==> config.mk <==
export PLATFORM = sky130hd
export DESIGN_NAME = mcp_instr_sequencer_flat
export DESIGN_NICKNAME = d
export VERILOG_FILES = /design/src/rtl/mcp_instr_sequencer_pkg.sv /design/src/rtl/mcp_instr_sequencer_if.sv /design/src/rtl/mcp_instr_sequencer_fifo.sv /design/src/rtl/mcp_instr_sequencer.sv /design/src/flat_wrapper.sv
export SDC_FILE = /design/constraint.sdc
export NUM_CORES = 1
export LEC_CHECK = 0
export ABC_CLOCK_PERIOD_IN_PS = 4540
export BUFFER_PORTS_ARGS = -buffer_cell sky130_fd_sc_hd__buf_2
export CORE_MARGIN = 10
export CORE_UTILIZATION = 39
export DETAILED_ROUTE_END_ITERATION = 16
export SYNTH_ARGS = -nofsm -noshare
export SYNTH_HDL_FRONTEND = slang
export SYNTH_SLANG_ARGS = --single-unit
==> constraint.sdc <==
create_clock -name clk -period 4.54 [get_ports clk]
set_input_delay 0.227 -clock clk [delete_from_list [all_inputs] [get_ports clk]]
set_output_delay 0.227 -clock clk [all_outputs]
set_load 0.1 [all_outputs]
==> src/rtl/mcp_instr_sequencer_pkg.sv <==
// Shared types and default sizes for the multi-cycle-processor instruction sequencer.
package mcp_instr_sequencer_pkg;

    localparam int unsigned INSTR_W_DEF = 18;
    localparam int unsigned DATA_W_DEF  = 8;
    localparam int unsigned DEPTH_DEF   = 16;
    localparam int unsigned TIMEOUT_DEF = 255;
    localparam int unsigned CNT_W       = 16;

    // Sequencer FSM states
    typedef enum logic [1:0] {
        StIdle,
        StIssue,
        StWait,
        StErr
    } seq_state_e;

endpackage

==> src/rtl/mcp_instr_sequencer_if.sv <==
// Start/done handshake between the sequencer (master) and the multi-cycle processor (slave).
interface mcp_instr_sequencer_if
    import mcp_instr_sequencer_pkg::*;
#(
    parameter int unsigned INSTR_W = INSTR_W_DEF,
    parameter int unsigned DATA_W  = DATA_W_DEF
);

    logic [INSTR_W-1:0] cp_instr;
    logic               cp_start;
    logic               cp_done;
    logic [DATA_W-1:0]  cp_mem_out;
    logic [DATA_W-1:0]  cp_reg_out;

    modport master (
        output cp_instr,
        output cp_start,
        input  cp_done,
        input  cp_mem_out,
        input  cp_reg_out
    );

    modport slave (
        input  cp_instr,
        input  cp_start,
        output cp_done,
        output cp_mem_out,
        output cp_reg_out
    );

endinterface

==> src/rtl/mcp_instr_sequencer_fifo.sv <==
// Synchronous program FIFO; full/empty decode from a registered occupancy count.
module mcp_instr_sequencer_fifo #(
    parameter int unsigned WIDTH = 18,
    parameter int unsigned DEPTH = 16
) (
    input  logic             clk,
    input  logic             rst,
    input  logic             push_i,
    input  logic [WIDTH-1:0] wdata_i,
    input  logic             pop_i,
    output logic [WIDTH-1:0] rdata_o,
    output logic             full_o,
    output logic             empty_o
);

    localparam int unsigned AW = $clog2(DEPTH);
    localparam int unsigned CW = AW + 1;

    logic [WIDTH-1:0] mem_q [DEPTH];
    logic [AW-1:0]    wptr_q;
    logic [AW-1:0]    rptr_q;
    logic [CW-1:0]    count_q;
    logic             do_push;
    logic             do_pop;

    // Full is taken from the registered count, so a same-cycle pop never frees a slot early
    assign full_o  = (count_q == CW'(DEPTH));
    assign empty_o = (count_q == '0);
    assign do_push = push_i && !full_o;
    assign do_pop  = pop_i && !empty_o;
    assign rdata_o = mem_q[rptr_q];

    // Pointer and occupancy bookkeeping; pointers wrap naturally at DEPTH
    always_ff @(posedge clk or posedge rst) begin
        if (rst) begin
            wptr_q  <= '0;
            rptr_q  <= '0;
            count_q <= '0;
        end else begin
            if (do_push) begin
                wptr_q <= wptr_q + AW'(1);
            end
            if (do_pop) begin
                rptr_q <= rptr_q + AW'(1);
            end
            case ({do_push, do_pop})
                2'b10:   count_q <= count_q + CW'(1);
                2'b01:   count_q <= count_q - CW'(1);
                default: count_q <= count_q;
            endcase
        end
    end

    // Storage array; contents need no reset since the count gates every read
    always_ff @(posedge clk) begin
        if (do_push) begin
            mem_q[wptr_q] <= wdata_i;
        end
    end

endmodule

==> src/rtl/mcp_instr_sequencer.sv <==
// Buffers a program and issues it one instruction at a time over the start/done handshake,
// capturing mem_out/reg_out per completed instruction.
module mcp_instr_sequencer
    import mcp_instr_sequencer_pkg::*;
#(
    parameter int unsigned INSTR_W = INSTR_W_DEF,
    parameter int unsigned DATA_W  = DATA_W_DEF,
    parameter int unsigned DEPTH   = DEPTH_DEF,
    parameter int unsigned TIMEOUT = TIMEOUT_DEF
) (
    input  logic                 clk,
    input  logic                 rst,
    input  logic                 load_valid_i,
    input  logic [INSTR_W-1:0]   load_instr_i,
    output logic                 load_ready_o,
    input  logic                 run_i,
    mcp_instr_sequencer_if.master cp_if,
    output logic                 res_valid_o,
    output logic [DATA_W-1:0]    res_mem_o,
    output logic [DATA_W-1:0]    res_reg_o,
    output logic [CNT_W-1:0]     issued_cnt_o,
    output logic                 busy_o,
    output logic                 timeout_err_o
);

    localparam int unsigned TW = $clog2(TIMEOUT + 1);

    seq_state_e         state_q;
    logic [INSTR_W-1:0] instr_q;
    logic [TW-1:0]      timer_q;
    logic               res_valid_q;
    logic [DATA_W-1:0]  res_mem_q;
    logic [DATA_W-1:0]  res_reg_q;
    logic [CNT_W-1:0]   cnt_q;
    logic               err_q;

    logic               fifo_full;
    logic               fifo_empty;
    logic               fifo_pop;
    logic [INSTR_W-1:0] fifo_rdata;
    logic               can_issue;

    mcp_instr_sequencer_fifo #(
        .WIDTH (INSTR_W),
        .DEPTH (DEPTH)
    ) u_fifo (
        .clk     (clk),
        .rst     (rst),
        .push_i  (load_valid_i),
        .wdata_i (load_instr_i),
        .pop_i   (fifo_pop),
        .rdata_o (fifo_rdata),
        .full_o  (fifo_full),
        .empty_o (fifo_empty)
    );

    assign can_issue = run_i && !fifo_empty;

    // Pop the head whenever the FSM is about to move into ISSUE
    always_comb begin
        fifo_pop = 1'b0;
        case (state_q)
            StIdle:  fifo_pop = can_issue;
            StWait:  fifo_pop = cp_if.cp_done && can_issue;
            default: fifo_pop = 1'b0;
        endcase
    end

    // Sequencer FSM with its timer, result capture, completion counter and sticky error
    always_ff @(posedge clk or posedge rst) begin
        if (rst) begin
            state_q     <= StIdle;
            instr_q     <= '0;
            timer_q     <= '0;
            res_valid_q <= 1'b0;
            res_mem_q   <= '0;
            res_reg_q   <= '0;
            cnt_q       <= '0;
            err_q       <= 1'b0;
        end else begin
            res_valid_q <= 1'b0;
            case (state_q)
                StIdle: begin
                    if (can_issue) begin
                        state_q <= StIssue;
                        instr_q <= fifo_rdata;
                    end
                end
                StIssue: begin
                    state_q <= StWait;
                    timer_q <= '0;
                end
                StWait: begin
                    if (cp_if.cp_done) begin
                        res_valid_q <= 1'b1;
                        res_mem_q   <= cp_if.cp_mem_out;
                        res_reg_q   <= cp_if.cp_reg_out;
                        cnt_q       <= cnt_q + CNT_W'(1);
                        if (can_issue) begin
                            state_q <= StIssue;
                            instr_q <= fifo_rdata;
                        end else begin
                            state_q <= StIdle;
                        end
                    end else if (timer_q == TW'(TIMEOUT - 1)) begin
                        // TIMEOUT wait cycles have elapsed without done
                        state_q <= StErr;
                        err_q   <= 1'b1;
                    end else begin
                        timer_q <= timer_q + TW'(1);
                    end
                end
                StErr: begin
                    err_q <= 1'b1;
                end
                default: begin
                    state_q <= StIdle;
                end
            endcase
        end
    end

    assign cp_if.cp_instr = instr_q;
    assign cp_if.cp_start = (state_q == StIssue);
    assign load_ready_o   = !fifo_full;
    assign res_valid_o    = res_valid_q;
    assign res_mem_o      = res_mem_q;
    assign res_reg_o      = res_reg_q;
    assign issued_cnt_o   = cnt_q;
    assign busy_o         = (state_q != StIdle);
    assign timeout_err_o  = err_q;

endmodule

==> src/flat_wrapper.sv <==
// flat-port wrapper written by rule: the top's interface ports become plain ports
module mcp_instr_sequencer_flat import mcp_instr_sequencer_pkg::*;
#(
    parameter int unsigned INSTR_W = INSTR_W_DEF,
    parameter int unsigned DATA_W  = DATA_W_DEF,
    parameter int unsigned DEPTH   = DEPTH_DEF,
    parameter int unsigned TIMEOUT = TIMEOUT_DEF
)
  (clk, rst, load_valid_i, load_instr_i, load_ready_o, run_i, res_valid_o, res_mem_o, res_reg_o, issued_cnt_o, busy_o, timeout_err_o, cp_if_cp_instr, cp_if_cp_start, cp_if_cp_done, cp_if_cp_mem_out, cp_if_cp_reg_out);
  mcp_instr_sequencer_if #(.INSTR_W(INSTR_W), .DATA_W(DATA_W)) cp_if_i ();
  input  logic clk;
  input  logic rst;
  input  logic load_valid_i;
  input  logic [INSTR_W-1:0] load_instr_i;
  output logic load_ready_o;
  input  logic run_i;
  output logic res_valid_o;
  output logic [DATA_W-1:0] res_mem_o;
  output logic [DATA_W-1:0] res_reg_o;
  output logic [CNT_W-1:0] issued_cnt_o;
  output logic busy_o;
  output logic timeout_err_o;
  output wire logic [$bits(cp_if_i.cp_instr)-1:0] cp_if_cp_instr;
  output wire logic [$bits(cp_if_i.cp_start)-1:0] cp_if_cp_start;
  input wire logic [$bits(cp_if_i.cp_done)-1:0] cp_if_cp_done;
  input wire logic [$bits(cp_if_i.cp_mem_out)-1:0] cp_if_cp_mem_out;
  input wire logic [$bits(cp_if_i.cp_reg_out)-1:0] cp_if_cp_reg_out;
  assign cp_if_cp_instr = cp_if_i.cp_instr;
  assign cp_if_cp_start = cp_if_i.cp_start;
  assign cp_if_i.cp_done = cp_if_cp_done;
  assign cp_if_i.cp_mem_out = cp_if_cp_mem_out;
  assign cp_if_i.cp_reg_out = cp_if_cp_reg_out;
  mcp_instr_sequencer #(.INSTR_W(INSTR_W), .DATA_W(DATA_W), .DEPTH(DEPTH), .TIMEOUT(TIMEOUT)) u_core (.clk(clk), .rst(rst), .load_valid_i(load_valid_i), .load_instr_i(load_instr_i), .load_ready_o(load_ready_o), .run_i(run_i), .cp_if(cp_if_i), .res_valid_o(res_valid_o), .res_mem_o(res_mem_o), .res_reg_o(res_reg_o), .issued_cnt_o(issued_cnt_o), .busy_o(busy_o), .timeout_err_o(timeout_err_o));
endmodule
==> out/results.tsv <==
stage	metric	value	unit
floorplan	die_area	0.0449	mm²
setup_path	required	5.00	ns
logic_synthesis	synth_edf_count	288	
routing	ant_nets	0	
cells_and_area	multi_input_area	0.00362	mm²
setup_path	start_kind	flop	
sta	fin_setup_tns	0	ns
setup_path	r2r-end	u_core.u_fifo.count_q[4]$_DFFE_PP0P_	
floorplan	initial_core_util	39.4	%
sta	maxSlewHeadroom	25.8	%
setup_path	rr_worst_depth	11	
power	switching_share	37.3	%
sta	rsz0062_at_grt	false	
cells_and_area	mostFrequentLayoutCells	edfxtp_1, buf_2, dfrtp_1	
floorplan	fp-row-count	70	
power	power_frac_seq	39.2	%
logic_synthesis	synthesis.area	0.0143	mm²
setup_path	regToRegSetupSlack	1.42	ns
setup_path	reg2reg_from	u_core.state_q[0]$_DFFE_PP0P_	
clock_network	cts_setup_buffers	0	
clock_network	cts_buffers	41	
routing	firstDrtPassIters	4	
global_routing	grt_pass1_wl	48600	µm
floorplan	fp.coreArea	0.0364	mm²
clock_network	cts_htree_levels	2	
logic_synthesis	synth-seq-area-share	73.4	%
cells_and_area	nFillCells	3120	
routing	vias	7317	
setup_path	cp-startpoint	u_core.state_q[0]$_DFFE_PP0P_	
sta	hold_violations	0	
logic_synthesis	synth.avg_cell_area	18.7	µm²
logic_synthesis	yosys_warnings	0	
min_path	holdCritPathClass	in -> reg	
power	p_per_area	685	mW/mm²
placed_design	place_congestion	0.728	
clock_network	clkSlewWorstSetupHoldPaths	0.06	ns
routing	wire_per_inst	22.6	µm
setup_path	crit_fanout	20	
routing	avgViaCountPerCell	5.19	
sta	timing.hold.ws	0.0645	ns
logic_synthesis	synthCells	766	
power	peakVddDrop	0.487	mV
floorplan	die_w	212	µm
placed_design	dpl.hpwl	18000	µm
clock_network	clk_path_buf_depth	3	
power	leakage	6.01	nW
sta	fin_crit	3.12	ns
global_routing	track_usage	14.3	%
setup_path	end_kind	flop	
global_routing	antenna_found_initial	3	
sta	slew_violations	0	
run	maxCapViolations	0	
cells_and_area	drive_above_1_share	32.4	%
power	pwr-share-comb	33.5	%
floorplan	ioPinCount	94	
routing	routed_wl	31800	µm
cells_and_area	layout.cells.most_common	edfxtp_1	
power	switchingPower	0.00432	W
sta	final.period_utilization	68.8	%
clock_network	clk_latency	0.54	ns
global_routing	grt_pass1_vias	7765	
placed_design	io_buffers	93	
power	clockPowerShare	27.3	%
routing	drc	0	
clock_network	clock-sinks	363	
global_routing	gr-total-overflow	0	
logic_synthesis	ys_ff_latch	363	
floorplan	die_h	212	µm
cells_and_area	regArea	0.0105	mm²
sta	setup_viol	0	
sta	worst_slew_pin_slew	1.11	ns
cells_and_area	nets	963	
clock_network	root_buffer	clkbuf_16	
clock_network	cts_tree	done	
logic_synthesis	syn_nets	822	
global_routing	grt_start_max_net_pins	58	
logic_synthesis	synth_flop_cell	edfxtp_1	
setup_path	endpoint	u_core.u_fifo.count_q[4]$_DFFE_PP0P_	
setup_path	critPathArrivalTime	3.58	ns
routing	drt_iter0_markers	526	
power	internal_power	0.00726	W
status	status	completed	
logic_synthesis	yosysUniqueCellTypes	45	
sta	fmax	320	MHz
logic_synthesis	async_flop_share	20.7	%
placed_design	dpl-instance-area	0.0154	mm²
cells_and_area	final_area	0.0169	mm²
cells_and_area	area_growth	17.8	%
sta	fin_skew	0.0151	ns
setup_path	worstSetupPathType	reg -> reg	
-- cells by family (layout without fill, tap and decap cells) --
family | count (synthesis) | in the layout | synth area share (%)
flops | 363 | 363 | 73.4
simple gates | 134 | 134 | 4.25
mux | 96 | 96 | 13.2
compound gates | 77 | 77 | 4.00
buf+inv | 48 | 222 | 1.79
xor+xnor | 31 | 31 | 1.89
fa+ha+maj | 17 | 17 | 1.54
other cells | 0 | 1 | 0
-- through the flow --
| step | setup WS (ns) | cells | utilization (%) | power, W |
|---|---|---|---|---|
| after global placement | 1.57 | 1315 | 42.4 | 0.00851 |
| after detailed placement | 1.46 | 1315 | 42.4 | 0.00854 |
| after floorplan | 1.57 | 766 | - | 0.00763 |
| final | 1.42 | 1409 | 46.4 | 0.0116 |
| after CTS | 1.44 | 1408 | 46.4 | 0.0117 |
| after global routing | 1.23 | 1408 | 46.4 | 0.0121 |
-- worst min-delay path by stage --
stage,from,endpoint,slack [ns],cells past startpoint
6_report,load_instr_i[9],u_core.u_fifo.mem_q[8][9]$_DFFE_PP_,0.06,1
2_1_floorplan,load_instr_i[0],u_core.u_fifo.mem_q[0][0]$_DFFE_PP_,0.33,0
5_1_grt,load_instr_i[8],u_core.u_fifo.mem_q[14][8]$_DFFE_PP_,0.06,1
3_3_place_gp,rst,u_core.res_reg_o[7]$_DFFE_PP0P_,0.38,2
3_5_place_dp,rst,u_core.res_reg_o[5]$_DFFE_PP0P_,0.39,2
4_1_cts,load_instr_i[8],u_core.u_fifo.mem_q[12][8]$_DFFE_PP_,0.04,1
-- cells in the mapped netlist (2+ instances only) --
cell type	count	area share (%)
nor3_1	6	0.21
xnor2_1	18	1.1
nand4_1	11	0.48
o211ai_1	2	0.10
o21ai_0	7	0.24
nor2b_1	3	0.13
a21oi_2	8	0.49
and3_1	4	0.17
o22ai_1	28	1.2
nor2_1	23	0.60
buf_1	5	0.13
o22ai_2	8	0.70
mux4_2	72	11
mux2i_1	3	0.21
a21o_1	3	0.16
nand2b_1	2	0.087
nand2_1	70	1.8
and2_1	2	0.087
a21oi_1	13	0.45
clkbuf_1	14	0.37
xor2_1	13	0.79
nand3_1	7	0.24
mux2_2	20	1.6
inv_1	13	0.34
edfxtp_1	288	60
and4_1	2	0.12
ha_1	16	1.4
or2_2	2	0.087
buf_2	7	0.24
dfrtp_1	75	13
buf_6	7	0.55
-- worst max-delay path, cell delays in order, from the launching register on --
cell and delay (ns):
dfrtp_1 0.40, inv_1 0.09, ha_1 0.29, nand2_1 0.08, buf_4 0.21, a221oi_2 0.55, ha_1 0.40, ha_1 0.31
a21o_1 0.17, a21oi_1 0.18, mux2i_1 0.24, xnor2_1 0.13
-- final cells by class --
cell class                      instances  share of cell area [%]
Clock inverter                         12                   0.659
Timing Repair Buffer                  133                    4.86
Sequential cell                       363                    62.3
Antenna cell                            1                  0.0148
Clock buffer                           64                    7.00
Inverter                               13                   0.296
Tap cell                              468                    3.46
Multi-Input combinational cell        355                    21.4
-- what timing repair did --
| item | CTS | global route |
|---|---|---|
| hold buffers | 17 | 0 |
| hold endpoints to repair | 54 | 0 |
| resized for setup | 0 | 0 |
-- power by group through the flow --
stage | registers, W | clock network [W] | logic [W]
after global routing | 0.00461 | 0.00337 | 0.00412
after detailed placement | 0.00462 | 0 | 0.00392
after global placement | 0.00461 | 0 | 0.00390
after CTS | 0.00456 | 0.00324 | 0.00394
after floorplan | 0.00550 | 0 | 0.00212
final | 0.00454 | 0.00316 | 0.00388
-- state kept, by name (all words and copies together) (netlist names), 5 cells and up --
register,count
u_core.u_fifo.mem_q,288
u_core.cp_if.cp_instr,18
u_core.issued_cnt_o,16
u_core.res_mem_o,8
u_core.res_reg_o,8
u_core.timer_q,8
u_core.u_fifo.count_q,5
-- routing by layer --
layer | track usage [%] | wire, µm | share of wire, % | vias up
li1 | - | - | - | 3300
met4 | 3.67 | 442 | 1.4 | 4
met5 | 0 | 32 | 0.10 | -
met3 | 3.14 | 1980 | 6.2 | 44
met2 | 23.2 | 15200 | 48 | 212
met1 | 19.1 | 14200 | 45 | 3757
Note: power is estimated with default switching activity, not from simulation.
